<file path="src/rtl/corr_score_engine_if.sv">
// Bundle between the search controller / pixel sources and the correlation scorer.
// Signal names match the original scorer ports so the controller can be rewired without renaming.
interface corr_score_engine_if #(
    parameter int PIX_W = 10,
    parameter int ACC_W = 32
);
    logic             iStart;
    logic             iMode;
    logic [12:0]      iXstart;
    logic [12:0]      iYstart;
    logic [12:0]      oX_sram;
    logic [12:0]      oY_sram;
    logic [12:0]      oX_search;
    logic [12:0]      oY_search;
    logic             oAddrValid;
    logic [PIX_W-1:0] iReading_sram;
    logic [PIX_W-1:0] iReading_search;
    logic             oBusy;
    logic             oDone;
    logic [ACC_W-1:0] oScore;
    logic [15:0]      oValidCount;

    modport master (
        output iStart, iMode, iXstart, iYstart, iReading_sram, iReading_search,
        input  oX_sram, oY_sram, oX_search, oY_search, oAddrValid, oBusy, oDone, oScore, oValidCount
    );

    modport slave (
        input  iStart, iMode, iXstart, iYstart, iReading_sram, iReading_search,
        output oX_sram, oY_sram, oX_search, oY_search, oAddrValid, oBusy, oDone, oScore, oValidCount
    );
endinterface

</file>
<file path="src/rtl/corr_score_engine.sv">
// Scores one WIN_W x WIN_H template window against the frame at a latched origin,
// as similarity or SAD, with out-of-frame samples excluded and a saturating accumulator.
module corr_score_engine #(
    parameter int PIX_W  = 10,
    parameter int H_RES  = 640,
    parameter int V_RES  = 480,
    parameter int WIN_W  = 32,
    parameter int WIN_H  = 32,
    parameter int RD_LAT = 2,
    parameter int ACC_W  = 32
) (
    input  logic iCLK,
    input  logic iRST_N,
    corr_score_engine_if.slave bus
);

    typedef enum logic [1:0] {IDLE, SCAN, DRAIN, DONE} state_t;

    state_t           state;
    logic [12:0]      xs, ys, xc, yc;
    logic             mode;
    logic [3:0]       drainCnt;
    logic [RD_LAT:0]  vPipe, oPipe;
    logic [ACC_W-1:0] acc;
    logic [15:0]      cnt;

    logic [13:0]      xSum, ySum;
    logic             oob;
    logic [PIX_W-1:0] diff, term;
    logic             sampleOk;
    logic [ACC_W:0]   sum;
    logic [ACC_W-1:0] accNext;
    logic [15:0]      cntNext;
    logic             lastX, lastY;

    always_comb begin
        // 14-bit sums so a 13-bit wrap past the frame edge still reads as out of frame
        xSum     = {1'b0, xs} + {1'b0, xc};
        ySum     = {1'b0, ys} + {1'b0, yc};
        oob      = (xSum >= 14'(H_RES)) || (ySum >= 14'(V_RES));
        diff     = (bus.iReading_sram >= bus.iReading_search) ?
                   bus.iReading_sram - bus.iReading_search :
                   bus.iReading_search - bus.iReading_sram;
        term     = mode ? diff : ~diff;
        sampleOk = vPipe[RD_LAT] && !oPipe[RD_LAT];
        sum      = {1'b0, acc} + (ACC_W+1)'(term);
        accNext  = acc;
        cntNext  = cnt;
        if (sampleOk) begin
            accNext = sum[ACC_W] ? '1 : sum[ACC_W-1:0];
            cntNext = cnt + 16'd1;
        end
        lastX    = (xc == 13'(WIN_W - 1));
        lastY    = (yc == 13'(WIN_H - 1));
    end

    always_ff @(posedge iCLK) begin
        if (!iRST_N) begin
            state           <= IDLE;
            xs              <= '0;
            ys              <= '0;
            xc              <= '0;
            yc              <= '0;
            mode            <= 1'b0;
            drainCnt        <= '0;
            vPipe           <= '0;
            oPipe           <= '0;
            acc             <= '0;
            cnt             <= '0;
            bus.oX_sram     <= '0;
            bus.oY_sram     <= '0;
            bus.oX_search   <= '0;
            bus.oY_search   <= '0;
            bus.oAddrValid  <= 1'b0;
            bus.oBusy       <= 1'b0;
            bus.oDone       <= 1'b0;
            bus.oScore      <= '0;
            bus.oValidCount <= '0;
        end else begin
            // Stage 0 lines up with the registered address; stage RD_LAT with its reading
            vPipe          <= {vPipe[RD_LAT-1:0], 1'b0};
            oPipe          <= {oPipe[RD_LAT-1:0], 1'b0};
            acc            <= accNext;
            cnt            <= cntNext;
            bus.oAddrValid <= 1'b0;
            bus.oDone      <= 1'b0;
            case (state)
                IDLE: begin
                    bus.oBusy <= bus.iStart;
                    if (bus.iStart) begin
                        xs    <= bus.iXstart;
                        ys    <= bus.iYstart;
                        mode  <= bus.iMode;
                        xc    <= '0;
                        yc    <= '0;
                        acc   <= '0;
                        cnt   <= '0;
                        state <= SCAN;
                    end
                end
                SCAN: begin
                    bus.oAddrValid <= 1'b1;
                    bus.oX_sram    <= xSum[12:0];
                    bus.oY_sram    <= ySum[12:0];
                    bus.oX_search  <= xc;
                    bus.oY_search  <= yc;
                    vPipe[0]       <= 1'b1;
                    oPipe[0]       <= oob;
                    if (lastX) begin
                        xc <= '0;
                        if (lastY) begin
                            drainCnt <= '0;
                            state    <= DRAIN;
                        end else begin
                            yc <= yc + 13'd1;
                        end
                    end else begin
                        xc <= xc + 13'd1;
                    end
                end
                DRAIN: begin
                    if (drainCnt == 4'(RD_LAT - 1)) begin
                        state <= DONE;
                    end else begin
                        drainCnt <= drainCnt + 4'd1;
                    end
                end
                DONE: begin
                    // The final reading arrives during DONE, so publish the next-state values
                    bus.oDone       <= 1'b1;
                    bus.oScore      <= accNext;
                    bus.oValidCount <= cntNext;
                    state           <= IDLE;
                end
                default: state <= IDLE;
            endcase
        end
    end

endmodule

</file>
<file path="src/flat_wrapper.sv">
// flat-port wrapper written by rule: the top's interface ports become plain ports
module corr_score_engine_flat 
#(
    parameter int PIX_W  = 10,
    parameter int H_RES  = 640,
    parameter int V_RES  = 480,
    parameter int WIN_W  = 32,
    parameter int WIN_H  = 32,
    parameter int RD_LAT = 2,
    parameter int ACC_W  = 32
)
  (iCLK, iRST_N, bus_iStart, bus_iMode, bus_iXstart, bus_iYstart, bus_iReading_sram, bus_iReading_search, bus_oX_sram, bus_oY_sram, bus_oX_search, bus_oY_search, bus_oAddrValid, bus_oBusy, bus_oDone, bus_oScore, bus_oValidCount);
  corr_score_engine_if #(.PIX_W(PIX_W), .ACC_W(ACC_W)) bus_i ();
  input  logic iCLK;
  input  logic iRST_N;
  input wire logic [$bits(bus_i.iStart)-1:0] bus_iStart;
  input wire logic [$bits(bus_i.iMode)-1:0] bus_iMode;
  input wire logic [$bits(bus_i.iXstart)-1:0] bus_iXstart;
  input wire logic [$bits(bus_i.iYstart)-1:0] bus_iYstart;
  input wire logic [$bits(bus_i.iReading_sram)-1:0] bus_iReading_sram;
  input wire logic [$bits(bus_i.iReading_search)-1:0] bus_iReading_search;
  output wire logic [$bits(bus_i.oX_sram)-1:0] bus_oX_sram;
  output wire logic [$bits(bus_i.oY_sram)-1:0] bus_oY_sram;
  output wire logic [$bits(bus_i.oX_search)-1:0] bus_oX_search;
  output wire logic [$bits(bus_i.oY_search)-1:0] bus_oY_search;
  output wire logic [$bits(bus_i.oAddrValid)-1:0] bus_oAddrValid;
  output wire logic [$bits(bus_i.oBusy)-1:0] bus_oBusy;
  output wire logic [$bits(bus_i.oDone)-1:0] bus_oDone;
  output wire logic [$bits(bus_i.oScore)-1:0] bus_oScore;
  output wire logic [$bits(bus_i.oValidCount)-1:0] bus_oValidCount;
  assign bus_i.iStart = bus_iStart;
  assign bus_i.iMode = bus_iMode;
  assign bus_i.iXstart = bus_iXstart;
  assign bus_i.iYstart = bus_iYstart;
  assign bus_i.iReading_sram = bus_iReading_sram;
  assign bus_i.iReading_search = bus_iReading_search;
  assign bus_oX_sram = bus_i.oX_sram;
  assign bus_oY_sram = bus_i.oY_sram;
  assign bus_oX_search = bus_i.oX_search;
  assign bus_oY_search = bus_i.oY_search;
  assign bus_oAddrValid = bus_i.oAddrValid;
  assign bus_oBusy = bus_i.oBusy;
  assign bus_oDone = bus_i.oDone;
  assign bus_oScore = bus_i.oScore;
  assign bus_oValidCount = bus_i.oValidCount;
  corr_score_engine #(.PIX_W(PIX_W), .H_RES(H_RES), .V_RES(V_RES), .WIN_W(WIN_W), .WIN_H(WIN_H), .RD_LAT(RD_LAT), .ACC_W(ACC_W)) u_core (.iCLK(iCLK), .iRST_N(iRST_N), .bus(bus_i));
endmodule
</file>
<file path="config.mk">
export PLATFORM = sky130hd
export DESIGN_NAME = corr_score_engine_flat
export DESIGN_NICKNAME = d
export VERILOG_FILES = /design/src/rtl/corr_score_engine_if.sv /design/src/rtl/corr_score_engine.sv /design/src/flat_wrapper.sv
export SDC_FILE = /design/constraint.sdc
export NUM_CORES = 1
export LEC_CHECK = 0
export CAP_MARGIN = 20
export CORE_MARGIN = 5
export CORE_UTILIZATION = 59
export DETAILED_ROUTE_END_ITERATION = 6
export MAX_ROUTING_LAYER = met4
export PLACE_DENSITY_LB_ADDON = 0.1
export SYNTH_ARGS = -nofsm -noshare
export SYNTH_HDL_FRONTEND = slang
export SYNTH_SLANG_ARGS = --single-unit
</file>
<file path="constraint.sdc">
create_clock -name iCLK -period 12.5 [get_ports iCLK]
set_clock_uncertainty 0.05 [all_clocks]
set_input_delay 1.25 -clock iCLK [delete_from_list [all_inputs] [get_ports iCLK]]
set_output_delay 1.25 -clock iCLK [all_outputs]
set_load 0.01 [all_outputs]
</file>
# ---- Word-level counts from Yosys, hierarchy flattened
# Index checks and enable logic that the tools add are counted.
dict set report classes {
  n_addsub 9
  multipliers 0
  div 0
  magnitude_cmp 3
  n_eq_ne 12
  shift 0
  n_mux 26
  n_bitwise 1
  n_reduce_logical 12
}
# operator n
set ops {}
lappend ops {{$mux W32} 4}
lappend ops {{$mux W13} 4}
lappend ops {{$pmux W13 S2} 2}
lappend ops {{$mux W16} 3}
lappend ops {{$add A32 B10 Y33} 1}
lappend ops {{$add A13 B13 Y14} 2}
lappend ops {{$add A13 B1 Y13 const B} 2}
lappend ops {{$eq A13 B5 Y1 const B} 2}
lappend ops {{$mux W10} 2}
lappend ops {{$sub A10 B10 Y10} 2}
lappend ops {{$add A16 B1 Y16 const B} 1}
lappend ops {{$ge A14 B10 Y1 const B} 1}
lappend ops {{$ge A14 B9 Y1 const B} 1}
lappend ops {{$mux W4} 3}
lappend ops {{$reduce_and A4 Y1} 3}
lappend ops {{$ge A10 B10 Y1} 1}
lappend ops {{$not A10 Y10} 1}
lappend ops {{$mux W2} 4}
lappend ops {{$pmux W2 S4} 1}
lappend ops {{$pmux W4 S2} 1}
lappend ops {{$ne A2 B1 Y1 const B} 3}
lappend ops {{$ne A2 B2 Y1 const B} 3}
lappend ops {{$reduce_and A2 Y1} 3}
lappend ops {{$add A4 B1 Y4 const B} 1}
lappend ops {{other kinds (9)} 12}
dict set report totals {
  reg_bits 216
  latch_bits 0
  ram_bits 0
  mem_bits_ro 0
  in_bits 50
  out_inout_bits 103
  wordCells 84
  mem_count 0
}

# ---- Depth between registers and ports, before layout
# Gate-level depths: netlist of run 1.
dict set report logic_depth {
  depth_word 9
  ltp_mapped 22
  depth_no_buf 20
}

# ---- Least setup slack after synthesis of run 1
# OpenSTA, ideal clock, no wires.
dict set report synth_timing {
  path_type {input-to-reg}
  start {input port bus_iReading_sram[0]}
  end {register u_core.bus.oScore[0]}
  setup_time_ns 0.070
  t_arrival_ns 5.578
  required_ns 12.380
  path_slack_ns 6.802
  cell_stages 21
  path_buffers 2
  path_cell_list {inv_1 ha_1 inv_1 fa_1 a21oi_1 a2bb2oi_1 a21oi_1 o41ai_2 clkbuf_1 mux2i_1 xnor2_1 ha_1 nor2b_1 o21ai_1 a21oi_1 nor3_1 o31a_1 clkbuf_1 nor4_2 o221ai_1 a21oi_1}
}
dict set report synth_via {
  elab_chain_cells 7
  elab_cells_between_ends 9
  classes_between {add/sub (3); order compare (1); mux (4); bitwise (1)}
}
# item line
set synth_rtl {}
lappend synth_rtl {{from (decl)} flat_wrapper.sv:20} ;# input wire logic [$bits(bus_i.iReading_sram)-1:0] bus_iReading_sram;
lappend synth_rtl {{$sub A10 B10 Y10, or another cell as far along} corr_score_engine.sv:43} ;# bus.iReading_search - bus.iReading_sram;
lappend synth_rtl {{$mux W10 (*)} corr_score_engine.sv:41} ;# diff = (bus.iReading_sram >= bus.iReading_search) ?
lappend synth_rtl {{$not A10 Y10} corr_score_engine.sv:44} ;# term = mode ? diff : ~diff;
lappend synth_rtl {{$mux W10 (*)} corr_score_engine.sv:44}
lappend synth_rtl {{$add A32 B10 Y33 (*)} corr_score_engine.sv:46} ;# sum = {1'b0, acc} + (ACC_W+1)'(term);
lappend synth_rtl {{$mux W32 (*)} corr_score_engine.sv:50} ;# accNext = sum[ACC_W] ? '1 : sum[ACC_W-1:0];
lappend synth_rtl {{$mux W32 (*)} corr_score_engine.sv:49} ;# if (sampleOk) begin
lappend synth_rtl {{to (signal assigned)} corr_score_engine.sv:131} ;# bus.oScore <= accNext;
lappend synth_rtl {{to (decl)} corr_score_engine_if.sv:30} ;# output oX_sram, oY_sram, oX_search, oY_search, oAddrValid, oBusy, oDone, oScore, oValidCount
# Mark *: on every way between the ends. The rest lies on a longest branch, timed or not.
# A chain may end at the register's enable or synchronous reset.

# ---- Worst setup path after layout of run 1
dict set report layout_timing {
  start {input port bus_iReading_search[0]}
  end {register u_core.bus.oScore[1]}
}
dict set report layout_via {
  elab_chain_cells 7
  elab_cells_between_ends 9
  classes_between {add/sub (3); order compare (1); mux (4); bitwise (1)}
}
# item line
set layout_rtl {}
lappend layout_rtl {{from (decl)} flat_wrapper.sv:21} ;# input wire logic [$bits(bus_i.iReading_search)-1:0] bus_iReading_search;
lappend layout_rtl {{$sub A10 B10 Y10, or another cell as far along} corr_score_engine.sv:43}
lappend layout_rtl {{$mux W10 (*)} corr_score_engine.sv:41}
lappend layout_rtl {{$not A10 Y10} corr_score_engine.sv:44}
lappend layout_rtl {{$mux W10 (*)} corr_score_engine.sv:44}
lappend layout_rtl {{$add A32 B10 Y33 (*)} corr_score_engine.sv:46}
lappend layout_rtl {{$mux W32 (*)} corr_score_engine.sv:50}
lappend layout_rtl {{$mux W32 (*)} corr_score_engine.sv:49}
# Marked as above.

==> results of run 1 <==
==> final cells by class <==
| cell class | count | area [um^2] | share of cell area |
|---|---|---|---|
| Multi-Input combinational cell | 941 | 6080 | 0.459 |
| Sequential cell | 215 | 4300 | 0.325 |
| Tap cell | 229 | 287 | 0.0216 |
| Timing Repair Buffer | 163 | 1600 | 0.121 |
| Clock inverter | 8 | 123 | 0.00925 |
| Clock buffer | 34 | 667 | 0.0503 |
| Inverter | 52 | 196 | 0.0148 |
==> flip-flops by register name, summed over array words and instances (netlist names), 13 cells and up <==
register and cells:
u_core.xc 13, u_core.xs 13, u_core.ys 13, u_core.bus.oY_search 13, u_core.cnt 16, u_core.acc 32
u_core.bus.oY_sram 13, u_core.bus.oValidCount 16, u_core.yc 13, u_core.bus.oX_sram 13, u_core.bus.oX_search 13, u_core.bus.oScore 32
==> layer usage <==
layer  routed length, um  vias up  share of wire
li1                    -     4664              -
met1               11600     4337           0.45
met2               12600      242           0.48
met3                1310       42          0.050
met4                 472        0          0.018
met5                   0        -              0
==> metrics by stage <==
step | cell area [um^2] | worst slack (ns) | instances | util
floorplan | 10800 | 6.80 | 1268 | -
global placement | 12500 | 6.17 | 1599 | 0.692
detailed placement | 12500 | 5.96 | 1599 | 0.692
CTS | 13300 | 6.44 | 1641 | 0.735
global route | 13300 | 5.95 | 1642 | 0.736
finish | 13300 | 6.41 | 1642 | 0.736
==> power by group through the flow <==
stage | clock (mW) | sequential, mW | combinational [mW]
3_5_place_dp | 0 | 0.793 | 0.585
4_1_cts | 0.715 | 0.779 | 0.592
6_report | 0.706 | 0.779 | 0.590
5_1_grt | 0.745 | 0.785 | 0.653
2_1_floorplan | 0 | 0.795 | 0.397
3_3_place_gp | 0 | 0.792 | 0.579
==> cells by family (layout without fill, tap and decap cells) <==
group,Yosys count,after routing,synth area share
xor gates and xnor gates,87,87,0.0706
AOI/OAI and AO/OA,291,291,0.169
muxes,54,54,0.0503
buffers and inverters,112,257,0.0390
and+or+nand+nor,440,440,0.189
DFF,215,215,0.399
adders and majority gates,69,69,0.0834
==> critical path, stage by stage <==
cell,delay [ns]
clkdlybuf4s50_1,0.49
ha_1,0.16
inv_1,0.06
fa_1,0.41
a21oi_1,0.15
a2bb2oi_1,0.22
a21oi_1,0.12
o41ai_2,0.32
mux2i_1,0.26
xor2_1,0.21
inv_1,0.08
fa_1,0.40
nor2b_1,0.17
o21ai_1,0.09
a21oi_1,0.24
nor3_1,0.07
o31a_1,0.51
nor4_2,0.80
o221ai_1,0.27
a21oi_1,0.19
==> layout by cell type (no fill, tap or decap), types with 4 or more instances in the layout <==
cell	Yosys	layout
clkbuf_16	0	23
ha_1	64	62
o21bai_1	4	4
nor3_1	21	21
o211ai_1	7	7
nand4_1	9	9
a41oi_1	4	4
clkbuf_1	50	6
and3_1	9	9
nand3b_1	5	5
nand2b_1	16	16
dfxtp_1	215	215
nor3b_1	5	5
clkinv_2	0	4
fa_1	5	5
and2_1	11	11
clkbuf_8	0	5
mux2i_1	52	52
xor2_1	34	34
or2_2	5	5
o21ai_0	57	57
nand2_1	108	108
and4_1	4	4
nand3_1	32	32
nor2b_1	11	10
o22ai_1	10	10
nor2_1	175	175
a211oi_1	27	27
buf_4	0	10
o21a_1	10	10
a21oi_1	114	114
or3_1	11	11
inv_1	51	51
nor4_1	8	8
o221ai_1	9	9
clkdlybuf4s50_1	0	152
xnor2_1	53	53
a21o_1	16	16
==> worst min path at each step <==
stage | slack, ns | to | from
floorplan | 0.36 | u_core.oPipe[1] | u_core.oPipe[0]
global placement | 0.37 | u_core.oPipe[1] | u_core.oPipe[0]
detailed placement | 0.37 | u_core.oPipe[2] | u_core.oPipe[1]
CTS | 0.37 | u_core.vPipe[2] | u_core.vPipe[1]
global route | 0.39 | u_core.vPipe[2] | u_core.vPipe[1]
finish | 0.37 | u_core.vPipe[2] | u_core.vPipe[1]
==> results_dict.tcl, run 1 <==
set metrics [dict create \
    synth.most_common_cell "dfxtp_1" \
    totalWireLength_um 26000 \
    path_class "in -> reg" \
    synth_largest_type_area_fraction 0.399 \
    max_clock_freq_mhz 164 \
    global_route.usage.met1 0.313 \
    clk_latency_ns 0.50 \
    floorplan.initialDensity 0.599 \
    io_pins 153 \
    period_share 0.487 \
    yosysWarningCount 0 \
    required_ns 12.86 \
    critPathLaunchType "input pin" \
    synth_top_cell_by_area "dfxtp_1" \
    power_density_nw_per_um2 157 \
    syn_area_um2 10800 \
    critical_path_arrival_ns 6.45 \
    globalRoute.totalOverflow 0 \
    cts_max_level 1 \
    setup_repair_after_global_routing_missed_its_margin "no" \
    post_synthesis_to_final_layout_area_growth_pct 22.8 \
    worst_setup_path_endpoint "u_core.bus.oScore[1]" \
    grt_usage 0.242 \
    filler_cell_count 1423 \
    layout_min_cycle_time_ns 6.09 \
    place.gp.congestion 0.920 \
    ys_seq_elements 215 \
    reg2regPathDepth 12 \
    cts_post_setup_buffers_inserted 0 \
    number_of_distinct_library_cell_variants_in_the_gate_level_netlist_after_synthesis 64 \
    clock_tree.buffer_depth 3 \
    final_nets 1515 \
    die_h_um 145 \
    number_of_remaining_drc_errors 0 \
    tritoncts "built" \
    synth_flop_cell "dfxtp_1" \
    fraction_of_final_layout_cells_with_drive_strength_greater_than_1 0.0495 \
    die_area_um2 21100 \
    routed_wire_length_per_instance_um 15.8 \
    regToRegSetupSlack_ns 8.48 \
    power.static_leakage_nw 5.15 \
    sum_of_negative_setup_slack_ns 0 \
    clk_transition_reported_paths_ns 0.06 \
    netlist_top_cells_area "dfxtp_1 40%, ha_1 7.4%, nor2_1 6.1%" \
    post_cts.resized_instances 0 \
    tritoncts.num_buffers 23 \
    synth_fp_nets 1387 \
    clock_tree.root_cell "clkbuf_16" \
    gr-usage-met2 0.406 \
    synth.avg_cell_area_um2 8.52 \
    vias_in_the_first_global_route 9050 \
    synth_edf_count 0 \
    detail_route.vias_per_cell 5.65 \
    initial_antenna_violation_count 0 \
    max-vdd-ir-drop_v 0.000124 \
    top_usage_layer "met2" \
    clock_power_share 0.340 \
    tightestPinTransition_ns 0.921 \
    final-setup-viol-count 0 \
    critPathLaunch "bus_iReading_search[0]" \
    clock_sink_count 215 \
    timing.final.max_slew_violations 0 \
    worst-path-max-fanout 18 \
    worstReg2RegEnd "u_core.bus.oScore[1]" \
    run_status "completed" \
    timing.slew.headroom 0.381 \
    swShare 0.317 \
    buffer_ports.inserted 152 \
    grt_max_degree 86 \
    number_of_hold_buffers_added_after_cts 0 \
    register_share_of_total_power 0.375 \
    internal_power_mw 1.42 \
    net-switching-power_mw 0.658 \
    hold_viol_final 0 \
    total_power_mw 2.08 \
    fp.dieW_um 145 \
    reg2reg_from "u_core.mode" \
    netlist_instances 1268 \
    async_reset_ff_frac 0 \
    drt_pass1_iterations 5 \
    diodes 0 \
    dp.final_hpwl_um 18200 \
    coreArea_um2 18000 \
    min_delay_path_depth 1 \
    synth.cells.most_frequent "215 x dfxtp_1, 175 x nor2_1, 114 x a21oi_1" \
    detail_route.iter0.violations 521 \
    worstHoldPathType "reg -> reg" \
    antenna_violating_nets_post_route 0 \
    synth.yosys.seq_area_share 0.399 \
    groute.layer.met3.usage 0.0327 \
    wire_length_of_the_first_global_routing_pass_um 43600 \
    hold_slack_ns 0.372 \
    end_kind "register" \
    comb_power_share 0.284 \
    route.vias.total 9285 \
    cap_violations 0 \
    rows 49 \
]
(Power assumes the default switching activity.)
==> run 2, diff against run 1 <==
--- a/config.mk
+++ b/config.mk
@@ -7,7 +7,7 @@
 export LEC_CHECK = 0
 export CAP_MARGIN = 20
 export CORE_MARGIN = 5
-export CORE_UTILIZATION = 59
+export CORE_UTILIZATION = 55
 export DETAILED_ROUTE_END_ITERATION = 6
 export MAX_ROUTING_LAYER = met4
 export PLACE_DENSITY_LB_ADDON = 0.1
==> constraint.sdc (replaced) <==
create_clock -name iCLK -period 5.62 [get_ports iCLK]
set_clock_uncertainty 0.05 [all_clocks]
set_input_delay 0.562 -clock iCLK [delete_from_list [all_inputs] [get_ports iCLK]]
set_output_delay 0.562 -clock iCLK [all_outputs]
set_load 0.01 [all_outputs]
==> results_dict.tcl, run 2 (synthesized netlist as in run 1, its figures left out) <==
set metrics [dict create \
    worstHoldPathType "reg -> reg" \
    io_pins 153 \
    wire_length_of_the_first_global_routing_pass_um 42400 \
    max-vdd-ir-drop_v 0.000311 \
    post_layout_nonfiller_instances 1684 \
    routed_wire_length_per_instance_um 15.4 \
    globalRoute.totalOverflow 0 \
    clock_tree.root_cell "clkbuf_16" \
    timing.slew.headroom 0.331 \
    cpPeakStageDelay_ns 0.54 \
    detail_route.iter0.violations 403 \
    cp_common_cell "a21oi_1" \
    coreArea_um2 19400 \
    detail_route.vias_per_cell 5.45 \
    layout.cells.most_common_list "215 x dfxtp_1, 175 x nor2_1, 152 x clkdlybuf4s50_1" \
    period_share 0.884 \
    vias_in_the_first_global_route 8551 \
    critical_path_buf_inv_count 3 \
    initial_antenna_violation_count 1 \
    post_cts.resized_instances 0 \
    number_of_remaining_drc_errors 0 \
    fp.dieW_um 150 \
    final_design_area_no_fill_um2 13300 \
    critical_path_arrival_ns 5.28 \
    die_h_um 150 \
    clk_transition_reported_paths_ns 0.06 \
    sum_of_negative_setup_slack_ns 0 \
    dp.final_hpwl_um 18600 \
    tritoncts.num_buffers 23 \
    mostFrequentLayoutCell "dfxtp_1" \
    critical_path.top_delay_family "compound AO/OA/AOI/OAI gates" \
    critPathLaunchType "input pin" \
    cts_max_level 1 \
    required_ns 5.93 \
    buffer_ports.inserted 152 \
    clock_tree.buffer_depth 3 \
    route.vias.total 9175 \
    dp.cells 1642 \
    totalWireLength_um 25900 \
    cts_post_setup_buffers_inserted 0 \
    drt_pass1_iterations 5 \
    critical_path.cell_chain "clkdlybuf4s50_1, inv_1, fa_1, a21oi_1, a2bb2oi_1, a21oi_1, o41ai_2, buf_4, a211oi_1, a21oi_1, xnor2_1, ha_1, a21o_1, a31o_2, a21oi_1, o21ai_1, or2_2, a41o_1, a21oi_1, a21oi_1" \
    clk_latency_ns 0.51 \
    tritoncts "built" \
    layout_min_cycle_time_ns 4.97 \
    path_class "in -> reg" \
    power_density_nw_per_um2 343 \
    max_clock_freq_mhz 201 \
    power.static_leakage_nw 5.17 \
    grt_usage 0.232 \
    antenna_violating_nets_post_route 0 \
    placed_cell_area_um2 12600 \
    number_of_hold_buffers_added_after_cts 0 \
    clock_sink_count 215 \
    worst-path-max-fanout 14 \
    cap_violations 0 \
    tightestPinTransition_ns 1.00 \
    rows 51 \
    die_area_um2 22500 \
    end_kind "register" \
    floorplan.initialDensity 0.557 \
    final-setup-viol-count 0 \
    grt_max_degree 86 \
    post_synthesis_to_final_layout_area_growth_pct 23.5 \
    biggestRegsByFlops "u_core.acc: 32 flops, u_core.bus.oScore: 32 flops" \
    crit_path_top_delay_cell "clkdlybuf4s50_1" \
    fraction_of_final_layout_cells_with_drive_strength_greater_than_1 0.0536 \
    place.gp.congestion 0.882 \
    setup_repair_after_global_routing_missed_its_margin "no" \
    total_power_mw 4.57 \
    timing.final.max_slew_violations 0 \
    final_nets 1521 \
    run_status "completed" \
    hold_viol_final 0 \
]
==> run 2: changes by cell type in the layout (fill, tap and decap cells not counted) <==
cell | previous run | this run
buf_4 | 10 | 17
clkbuf_1 | 6 | 5
clkbuf_2 | 1 | 0
clkbuf_8 | 5 | 2
clkinv_2 | 4 | 7
clkinv_4 | 0 | 1
diode_2 | 0 | 1
ha_2 | 2 | 1
ha_4 | 0 | 1
inv_6 | 2 | 1
==> run 2: area by class of cell <==
class                      count  area (um^2)
antenna                        1         2.50
timing repair buffer         169         1650
multi-input combinational    941         6090
clock buffer                  30          622
tap                          265          332
clock inverter                11          138
sequential                   215         4300
fill                        1688         6060
inverter                      52          196
==> run 2: worst paths after layout <==
path / startpoint / endpoint / slack [ns] / cells past startpoint
max: bus_iReading_search[1] / u_core.bus.oScore[15] / 0.65 / 20
min: u_core.oPipe[0] / u_core.oPipe[1] / 0.38 / 1
max reg2reg: u_core.mode / u_core.bus.oScore[24] / 2.10 / 13
min reg2reg: u_core.oPipe[0] / u_core.oPipe[1] / 0.38 / 1
==> run 2: routing by layer <==
metal | vias to the layer above | part of all wire | GRT usage
met3 | 44 | 0.055 | 0.0452
met5 | - | 0 | -
met2 | 201 | 0.47 | 0.382
met4 | 0 | 0.021 | 0.0613
li1 | 4682 | - | -
met1 | 4248 | 0.45 | 0.295
==> run 2: report_power, final <==
part	leakage (nW)	switching, mW	internal, mW
Combinational	3.06	0.763	0.555
Sequential	1.74	0.0877	1.65
Clock	0.378	0.598	0.918
==> run 2: stage by stage <==
stage	hold slack [ns]	setup slack [ns]	util
after floorplan	0.362	0.610	-
after global placement	0.368	0.299	0.648
after detailed placement	0.372	0.125	0.648
after CTS	0.385	0.651	0.687
after global routing	0.407	0.198	0.687
final	0.384	0.651	0.687
==> run 3, diff against run 2 <==
--- a/config.mk
+++ b/config.mk
@@ -9,8 +9,10 @@
 export CORE_MARGIN = 5
 export CORE_UTILIZATION = 55
 export DETAILED_ROUTE_END_ITERATION = 6
+export HOLD_SLACK_MARGIN = 0.05
 export MAX_ROUTING_LAYER = met4
 export PLACE_DENSITY_LB_ADDON = 0.1
+export SKIP_LAST_GASP = 1
 export SYNTH_ARGS = -nofsm -noshare
 export SYNTH_HDL_FRONTEND = slang
 export SYNTH_SLANG_ARGS = --single-unit
==> constraint.sdc (replaced) <==
create_clock -name iCLK -period 4.7 [get_ports iCLK]
set_clock_uncertainty 0.05 [all_clocks]
set_input_delay 0.47 -clock iCLK [delete_from_list [all_inputs] [get_ports iCLK]]
set_output_delay 0.47 -clock iCLK [all_outputs]
set_load 0.01 [all_outputs]
==> results_dict.tcl, run 3 (synthesized netlist as in run 1, its figures left out) <==
set metrics [dict create \
    run_status "completed" \
    post_synthesis_to_final_layout_area_growth_pct 30.1 \
    critPathLaunchType "input pin" \
    detail_route.iter0.violations 450 \
    drt_pass1_iterations 5 \
    detail_route.vias_per_cell 5.48 \
    cts_max_level 1 \
    reg2regPathDepth 13 \
    vias_in_the_first_global_route 9137 \
    critical_path_arrival_ns 4.81 \
    final_critical_path_setup_slack_ns 0.212 \
    globalRoute.totalOverflow 0 \
    place.gp.congestion 0.910 \
    tightestPinTransition_ns 0.755 \
    path_class "in -> reg" \
    final_nets 1578 \
    timing.final.max_slew_violations 0 \
    worst_setup_path_endpoint "u_core.acc[30]" \
    final_design_area_no_fill_um2 14100 \
    max_clock_freq_mhz 223 \
    timing.slew.headroom 0.495 \
    filler_cell_count 1550 \
    regArea_um2 4300 \
    antenna_violating_nets_post_route 0 \
    number_of_remaining_drc_errors 0 \
    clock_sink_count 215 \
    tritoncts.num_buffers 23 \
    clk_latency_ns 0.52 \
    dr.max_layer_used "met4" \
    tritoncts "built" \
    buffer_ports.inserted 152 \
    reg2reg_from "u_core.mode" \
    die_h_um 150 \
    required_ns 5.03 \
    initial_antenna_violation_count 1 \
    placed_cell_area_um2 13000 \
    fraction_of_final_layout_cells_with_drive_strength_greater_than_1 0.113 \
    max-vdd-ir-drop_v 0.000390 \
    floorplan.initialDensity 0.557 \
    worstReg2RegEnd "u_core.acc[30]" \
    multi_input_area_um2 6240 \
    io_pins 153 \
    setup_repair_after_global_routing_missed_its_margin "no" \
    die_area_um2 22500 \
    fp.dieW_um 150 \
    critPathLaunch "bus_iReading_search[6]" \
    grt_usage 0.240 \
    routed-wl-met2_um 13100 \
    layout.cells.most_common_list "215 x dfxtp_1, 171 x nor2_1, 150 x clkdlybuf4s50_1" \
    totalWireLength_um 27100 \
    worstHoldPathType "reg -> reg" \
    cap_violations 0 \
    mostFrequentLayoutCell "dfxtp_1" \
    regToRegSetupSlack_ns 1.36 \
    power.static_leakage_nw 5.57 \
    route.vias.total 9535 \
    period_share 0.955 \
    power_density_nw_per_um2 415 \
    worst-path-max-fanout 11 \
    final-setup-viol-count 0 \
    wire_length_of_the_first_global_routing_pass_um 44200 \
    end_kind "register" \
    clock_tree.root_cell "clkbuf_16" \
    number_of_hold_buffers_added_after_cts 0 \
    layout_min_cycle_time_ns 4.49 \
    wl_met3_um 1590 \
    total_power_mw 5.83 \
    routed_wire_length_per_instance_um 15.6 \
    biggestRegsByFlops "u_core.acc: 32 flops, u_core.bus.oScore: 32 flops" \
    coreArea_um2 19400 \
    hold_viol_final 0 \
    rows 51 \
    placement.setup.worst_slack_ns -0.564 \
    clock_tree.buffer_depth 3 \
    clk_transition_reported_paths_ns 0.07 \
    met1_length_um 11900 \
    grt_max_degree 80 \
    dp.final_hpwl_um 19000 \
]
[run 3: changes by cell type in the layout (fill, tap and decap cells not counted), sizes merged]
cell | before | now
clkdlybuf4s50 | 152 | 150
clkinv | 8 | 5
buf | 17 | 74
dlymetal6s2s | 0 | 2
bufinv | 3 | 6
clkbuf | 30 | 28
clkinvlp | 0 | 2
[run 3: report_power, final]
part,total (mW),internal [mW],switching (mW)
combinational,1.72,0.762,0.957
sequential,2.07,1.97,0.103
clock,2.04,1.28,0.758
[run 3: area by class of cell]
type                            instances  area share
Multi-Input combinational cell        941       0.444
Sequential cell                       215       0.306
Timing Repair Buffer                  226       0.150
Clock buffer                           28      0.0444
Tap cell                              265      0.0236
Clock inverter                         13      0.0170
Inverter                               52      0.0140
Antenna cell                            1    0.000178
[run 3: worst min path at each step]
stage / start / endpoint / slack (ns) / cells past startpoint
6_report: u_core.oPipe[1] / u_core.oPipe[2] / 0.38 / 1
5_1_grt: u_core.oPipe[1] / u_core.oPipe[2] / 0.41 / 1
4_1_cts: u_core.oPipe[1] / u_core.oPipe[2] / 0.39 / 1
3_5_place_dp: u_core.oPipe[1] / u_core.oPipe[2] / 0.37 / 1
3_3_place_gp: u_core.oPipe[0] / u_core.oPipe[1] / 0.37 / 1
2_1_floorplan: u_core.oPipe[0] / u_core.oPipe[1] / 0.36 / 1
[run 3: metal layers]
metal / up-vias / track usage
li1: 4802 / -
met1: 4466 / 0.306
met2: 227 / 0.401
met3: 40 / 0.0427
met4: 0 / 0.0544
met5: - / -
[run 3: timing repair]
| item | CTS | global route |
|---|---|---|
| setup endpoints to repair | 3 | 63 |
| resized for setup | 2 | 39 |
| cloned | 0 | 1 |
| pin swaps | 0 | 16 |
| buffers inserted | 0 | 9 |
[run 3: critical path, stage by stage]
cell,delay (ns)
clkdlybuf4s50_1,0.47
inv_1,0.04
ha_1,0.29
or2_2,0.29
a21oi_1,0.20
a21oi_2,0.08
o41ai_4,0.36
buf_4,0.18
buf_12,0.12
mux2i_1,0.07
a221o_1,0.32
a21oi_2,0.15
xnor2_1,0.11
ha_1,0.36
o21ai_0,0.11
o31a_1,0.41
buf_4,0.23
nor4_2,0.26
xnor2_1,0.18
a21oi_1,0.09
[run 3: metrics by stage]
step           instances   util  hold slack (ns)  setup TNS (ns)
2_1_floorplan       1268      -            0.362               0
6_report            1741  0.724            0.383               0
3_5_place_dp        1689  0.668            0.369          -27.54
5_1_grt             1741  0.724            0.413               0
4_1_cts             1730  0.713            0.387               0
3_3_place_gp        1689  0.668            0.367          -15.92
